<file path="config.mk">
export PLATFORM = sky130hd
export DESIGN_NAME = spi_rx_frame
export DESIGN_NICKNAME = d
export VERILOG_FILES = /design/src/rtl/spi_pkg.sv /design/src/rtl/spi_rx_shifter.sv /design/src/rtl/spi_rx_frame.sv
export SDC_FILE = /design/constraint.sdc
export NUM_CORES = 1
export LEC_CHECK = 0
export CELL_PAD_IN_SITES_DETAIL_PLACEMENT = 0
export CELL_PAD_IN_SITES_GLOBAL_PLACEMENT = 1
export CORE_UTILIZATION = 43
export DETAILED_ROUTE_END_ITERATION = 8
export PLACE_DENSITY = 0.94
export SETUP_SLACK_MARGIN = 0.3
export SLEW_MARGIN = 5
export SYNTH_ARGS = -nofsm -noshare
export SYNTH_HDL_FRONTEND = slang
export SYNTH_HIERARCHICAL = 1
export SYNTH_SLANG_ARGS = --single-unit
</file>
<file path="constraint.sdc">
create_clock -name clk -period 3.45 [get_ports clk]
set_input_delay 0.8625 -clock clk [delete_from_list [all_inputs] [get_ports clk]]
set_output_delay 0.8625 -clock clk [all_outputs]
set_load 0.03 [all_outputs]
</file>
<file path="src/rtl/spi_pkg.sv">
// Shared constants and types for the SPI receive path.
// Holds byte/frame geometry and the receive FSM state encoding.
// No ports; imported by spi_rx_shifter and spi_rx_frame.
package spi_pkg;

  localparam int DATA_W          = 8;
  localparam int BYTES_PER_FRAME = 4;
  localparam int FRAME_W         = DATA_W * BYTES_PER_FRAME;
  localparam int BIT_CNT_W       = 3;
  localparam int BYTE_IDX_W      = 2;

  typedef enum logic {
    IDLE  = 1'b0,
    SHIFT = 1'b1
  } rx_state_e;

endpackage

</file>
<file path="src/rtl/spi_rx_shifter.sv">
// Serial-to-parallel byte shifter: MSB-first, one bit per shift_en cycle.
// Ports: clk/rst (sync, active-low), clear aborts the partial byte, shift_en
//   strobes sdi in; byte_next/byte_done present the completing byte combinationally.
module spi_rx_shifter
  import spi_pkg::*;
(
  input  logic              clk,
  input  logic              rst,
  input  logic              clear,
  input  logic              shift_en,
  input  logic              sdi,
  output logic [DATA_W-1:0] byte_next,
  output logic              byte_done
);

  localparam logic [BIT_CNT_W-1:0] LAST_BIT = BIT_CNT_W'(DATA_W - 1);

  // Only the first seven bits of a byte need storage: the eighth is taken
  // straight from sdi on the cycle the byte completes.
  logic [DATA_W-2:0]    shreg;
  logic [BIT_CNT_W-1:0] bit_cnt;

  assign byte_next = {shreg, sdi};
  // clear has priority, so a byte finishing on an abort cycle is never reported.
  assign byte_done = shift_en && !clear && (bit_cnt == LAST_BIT);

  always_ff @(posedge clk) begin
    if (!rst) begin
      shreg   <= '0;
      bit_cnt <= '0;
    end else if (clear) begin
      shreg   <= '0;
      bit_cnt <= '0;
    end else if (shift_en) begin
      shreg   <= byte_next[DATA_W-2:0];
      bit_cnt <= bit_cnt + 1'b1;  // wraps 7 -> 0 at byte end
    end
  end

endmodule

</file>
<file path="src/rtl/spi_rx_frame.sv">
// SPI receive deserializer: assembles MSB-first bytes into 32-bit frames.
// Ports: clk/rst (sync, active-low), cs_n/sdi/sample_en serial side,
//   byte_out/byte_valid/byte_idx per-byte status, frame_data/frame_valid/
//   frame_ready handshake, overrun (sticky), busy (in SHIFT state).
module spi_rx_frame
  import spi_pkg::*;
(
  input  logic                  clk,
  input  logic                  rst,
  input  logic                  cs_n,
  input  logic                  sdi,
  input  logic                  sample_en,
  input  logic                  frame_ready,
  output logic [DATA_W-1:0]     byte_out,
  output logic                  byte_valid,
  output logic [BYTE_IDX_W-1:0] byte_idx,
  output logic [FRAME_W-1:0]    frame_data,
  output logic                  frame_valid,
  output logic                  overrun,
  output logic                  busy
);

  localparam logic [BYTE_IDX_W-1:0] LAST_IDX = BYTE_IDX_W'(BYTES_PER_FRAME - 1);

  rx_state_e state;
  rx_state_e state_nxt;

  logic                                  shift_en;
  logic [DATA_W-1:0]                     byte_next;
  logic                                  byte_done;
  logic                                  frame_done;
  logic                                  accept;
  logic [BYTES_PER_FRAME-1:0][DATA_W-1:0] asm_buf;
  logic [FRAME_W-1:0]                    frame_next;

  // Sampling is enabled whenever cs_n is low: in SHIFT, and also on the IDLE
  // entry cycle. cs_n high always aborts, so it doubles as the shifter clear.
  assign shift_en = sample_en && !cs_n;

  spi_rx_shifter u_shifter (
    .clk       (clk),
    .rst       (rst),
    .clear     (cs_n),
    .shift_en  (shift_en),
    .sdi       (sdi),
    .byte_next (byte_next),
    .byte_done (byte_done)
  );

  // ---------------- FSM: state register ----------------
  always_ff @(posedge clk) begin
    if (!rst) state <= IDLE;
    else      state <= state_nxt;
  end

  // ---------------- FSM: next state ----------------
  always_comb begin
    state_nxt = state;
    case (state)
      IDLE:    if (!cs_n) state_nxt = SHIFT;
      SHIFT:   if (cs_n)  state_nxt = IDLE;
      default: state_nxt = IDLE;
    endcase
  end

  // ---------------- FSM: outputs ----------------
  always_comb begin
    busy = 1'b0;
    if (state == SHIFT) busy = 1'b1;
  end

  // Frame image with the completing byte patched into the last slot; slot 0
  // (first byte received) lands in the top bits.
  always_comb begin
    frame_next = '0;
    for (int i = 0; i < BYTES_PER_FRAME; i++) begin
      if (i == BYTES_PER_FRAME - 1)
        frame_next[FRAME_W-1-i*DATA_W -: DATA_W] = byte_next;
      else
        frame_next[FRAME_W-1-i*DATA_W -: DATA_W] = asm_buf[i];
    end
  end

  assign frame_done = byte_done && (byte_idx == LAST_IDX);
  assign accept     = frame_valid && frame_ready;

  always_ff @(posedge clk) begin
    if (!rst) begin
      byte_out    <= '0;
      byte_valid  <= 1'b0;
      byte_idx    <= '0;
      asm_buf     <= '0;
      frame_data  <= '0;
      frame_valid <= 1'b0;
      overrun     <= 1'b0;
    end else begin
      byte_valid <= byte_done;

      if (byte_done) begin
        byte_out          <= byte_next;
        asm_buf[byte_idx] <= byte_next;
        byte_idx          <= byte_idx + 1'b1;  // wraps 3 -> 0
      end else if (cs_n) begin
        // Abort: partial frame is dropped; stale slots are overwritten before reuse.
        byte_idx <= '0;
      end

      // A same-cycle accept frees the register, so the new frame may load.
      if (frame_done) begin
        if (!frame_valid || frame_ready) begin
          frame_data  <= frame_next;
          frame_valid <= 1'b1;
        end else begin
          overrun <= 1'b1;
        end
      end else if (accept) begin
        frame_valid <= 1'b0;
      end
    end
  end

endmodule

</file>
==> results.tsv <==
stage	metric	value	unit
timing	setup TNS	0	ns
placement	Area after DPL	3700	um^2
cts	CTS tree	yes	
placement	PortBufs	51	
global_routing	GR Overflow Total	0	
cts	Root Buffer	clkbuf_8	
layout	most common cell after layout, fill and taps aside	nand2_1	
routing	Routed WL	6380	um
routing	first-pass iteration count of the detailed router	4	
run_status	outcome	finished, final reports clean	
layout	number of fill cells	647	
routing	Via Count	2315	
timing	unrepaired setup endpoints after global routing	no	
timing	Final Skew	0.00938	ns
critical_path	Crit path max-delay family	buffers and inverters	
yosys	Post-Syn Nets	349	
critical_path	Crit-path slowest cell	clkdlybuf4s50_1	
die	FP Rows	30	
critical_path	Crit Path Category	input port to flop	
layout	cell area after layout	3950	um^2
power	P_leak	1.28	nW
global_routing	All-Layer GR Usage	17.8	%
yosys	Cell Area, Synth	3160	um^2
global_routing	first-pass GRT wire length	10500	um
layout	fraction of layout cells with a size suffix above 1	6.01	%
die	number of I/O pins	52	
yosys	register area share after synthesis	50.6	%
routing	Detailed Route Iter0 Violations	118	
layout	# diodes	0	
placement	Final GP Congestion	0.746	
cts	H-tree depth	3	
power	switching share of power	20.0	%
timing	Final Hold Viols	0	
critical_path	max incr delay on CP	0.49	ns
timing	pins over their slew limit	0	
critical_path	CP arrival	2.65	ns
power	Gate power share	2.4	%
global_routing	largest net degree at the start of global routing	63	
critical_path	critical-path cell list	clkdlybuf4s50_1, nor2b_1, and3b_2, buf_4, nand2_1, nand2_1, a21boi_0	
run	max_cap viols	0	
timing	Slew Limit Headroom	53.2	%
layout	Layout Utilization	56.9	%
placement	Final HPWL DP	4020	um
layout	layout net count	390	
cts	Post-CTS Hold Fix Bufs	0	
cts	CTS clk-pin slew, worst paths	0.08	ns
placement	placed cells	463	
power	Power Total	1.83	mW
die	Die Footprint	7700	um^2
layout	commonest cells after routing, fill and taps aside	92 x nand2_1, 80 x dfxtp_1, 50 x clkdlybuf4s50_1	
cts	Num CTS Buffers	9	
yosys	Synth Register Bits	80	
layout	synthesis-to-finish area growth	24.9	%
routing	vias per std cell	4.83	
yosys	cell count after synthesis	337	
cts	cts repair resizes	0	
timing	final period utilization	70.3	%
timing	FMAX	0.412	GHz
cts	CTS Buffer Depth	2	
die	Die X	87.8	um
cts	Clock Sinks	80	
global_routing	number of antenna violations at the first check in global routing	0	
cts	Worst-Skew Late Latency	0.35	ns
die	Die Ht	87.8	um
global_routing	vias in the first global route	2126	
yosys	distinct cell type count after synthesis	21	
yosys	Synth warnings	6	
critical_path	buffers and inverters on the worst path	2	
power	sw power	0.366	mW
die	Core Area	6940	um^2
critical_path	Worst EP required	3.68	ns
die	Initial Util	45.5	%
timing	Final min period	2.43	ns
routing	drt drc	0	
critical_path	Worst Path Max Fanout	40	
min_path	worst hold path class	flop to flop	
critical_path	critical path's most frequent cell	nand2_1	
power	Pint	1.46	mW
timing	Slew @ Worst Pin	0.702	ns
layout	final non-filler cell total	479	
power	Seq pwr share	50.6	%
critical_path	Worst Setup End Kind	flop	
power	pwr dens	462	nW/um^2
power	maximum vdd drop	0.234	mV
critical_path	CP Launch Type	input port	
power	clock share of power	46.9	%
cts	postcts setup bufs	0	
routing	antenna-violating nets left	0	
timing	final setup fails	0	
yosys	mean area per synthesized cell	9.39	um^2
routing	wire per inst	13.3	um
-- cell usage after synthesis --
library cell / count / share of area (%)
mux2i_1: 49 / 16
nand3_1: 24 / 3.8
nor2b_1: 13 / 2.6
buf_4: 4 / 0.95
nand2b_1: 2 / 0.40
nor2_1: 11 / 1.3
ha_1: 6 / 2.4
nor3_1: 1 / 0.16
o21a_1: 2 / 0.47
clkbuf_1: 14 / 1.7
buf_6: 4 / 1.4
inv_1: 2 / 0.24
nand2_1: 92 / 11
nor3b_1: 1 / 0.24
a21boi_0: 25 / 5.9
a21oi_1: 1 / 0.16
xnor2_1: 1 / 0.28
and2_1: 1 / 0.20
and3b_2: 1 / 0.32
buf_2: 3 / 0.47
dfxtp_1: 80 / 51
-- layer usage --
layer | GRT usage [%] | up-vias | share of wire, %
li1 | - | 1189 | -
met1 | 24.3 | 1068 | 50
met2 | 27.6 | 54 | 45
met3 | 3.39 | 4 | 5.0
met4 | 7.15 | 0 | 0.69
met5 | 0 | - | 0
-- state kept, by name, indices dropped and copies added (netlist names) --
register and cells:
asm_buf 24, byte_idx 2, byte_out 8, byte_valid 1, frame_data 32, frame_valid 1
overrun 1, state 1, u_shifter/bit_cnt 3, u_shifter/shreg 7
-- logic make-up (layout without fill, tap and decap cells) --
kind of cell | Yosys count | in the layout | share of synthesized area, %
flip-flops | 80 | 80 | 50.6
adder cells (fa/ha/maj) | 6 | 6 | 2.37
AND/OR/NAND/NOR | 146 | 146 | 19.9
multiplexers | 49 | 49 | 15.5
XOR/XNOR | 1 | 1 | 0.277
AO/OA/AOI/OAI | 28 | 28 | 6.57
buffers and inverters | 27 | 73 | 4.75
-- tightest hold or removal path: cells and delay by family (launching register included) --
family / cells / cell delay, ns
mux: 1 / 0.05
simple gates: 1 / 0.05
flops: 1 / 0.31
-- final cells by class --
| type | count | area (um^2) | share of cell area [%] |
|---|---|---|---|
| Clock buffer | 11 | 151 | 3.83 |
| Sequential cell | 80 | 1600 | 40.5 |
| Inverter | 2 | 7.51 | 0.190 |
| Clock inverter | 5 | 103 | 2.60 |
| Timing Repair Buffer | 55 | 548 | 13.9 |
| Multi-Input combinational cell | 230 | 1420 | 35.9 |
| Tap cell | 96 | 120 | 3.04 |
-- metrics by stage --
step | setup slack [ns] | hold WS, ns
5_1_grt | 0.827 | 0.473
3_3_place_gp | 0.719 | 0.445
2_1_floorplan | 1.26 | 0.438
4_1_cts | 1.03 | 0.459
6_report | 1.02 | 0.456
3_5_place_dp | 0.684 | 0.448
-- power by group through the flow --
stage / registers [mW] / logic [mW] / clock network (mW)
after floorplan: 0.948 / 0.0306 / 0
after global placement: 0.947 / 0.0434 / 0
after CTS: 0.925 / 0.0443 / 0.863
after detailed placement: 0.947 / 0.0441 / 0
after global routing: 0.925 / 0.0479 / 0.908
final: 0.925 / 0.0441 / 0.858
-- final timing paths --
kind / cells after the start / to / startpoint / slack [ns]
hold / removal: 2 / frame_data[13] / frame_data[13] / 0.46
setup reg to reg: 7 / asm_buf[10] / u_shifter/bit_cnt[0] / 1.53
setup / recovery: 7 / asm_buf[10] / cs_n / 1.02
hold reg to reg: 2 / frame_data[13] / frame_data[13] / 0.46
Note: power is estimated with default switching activity, not from simulation.
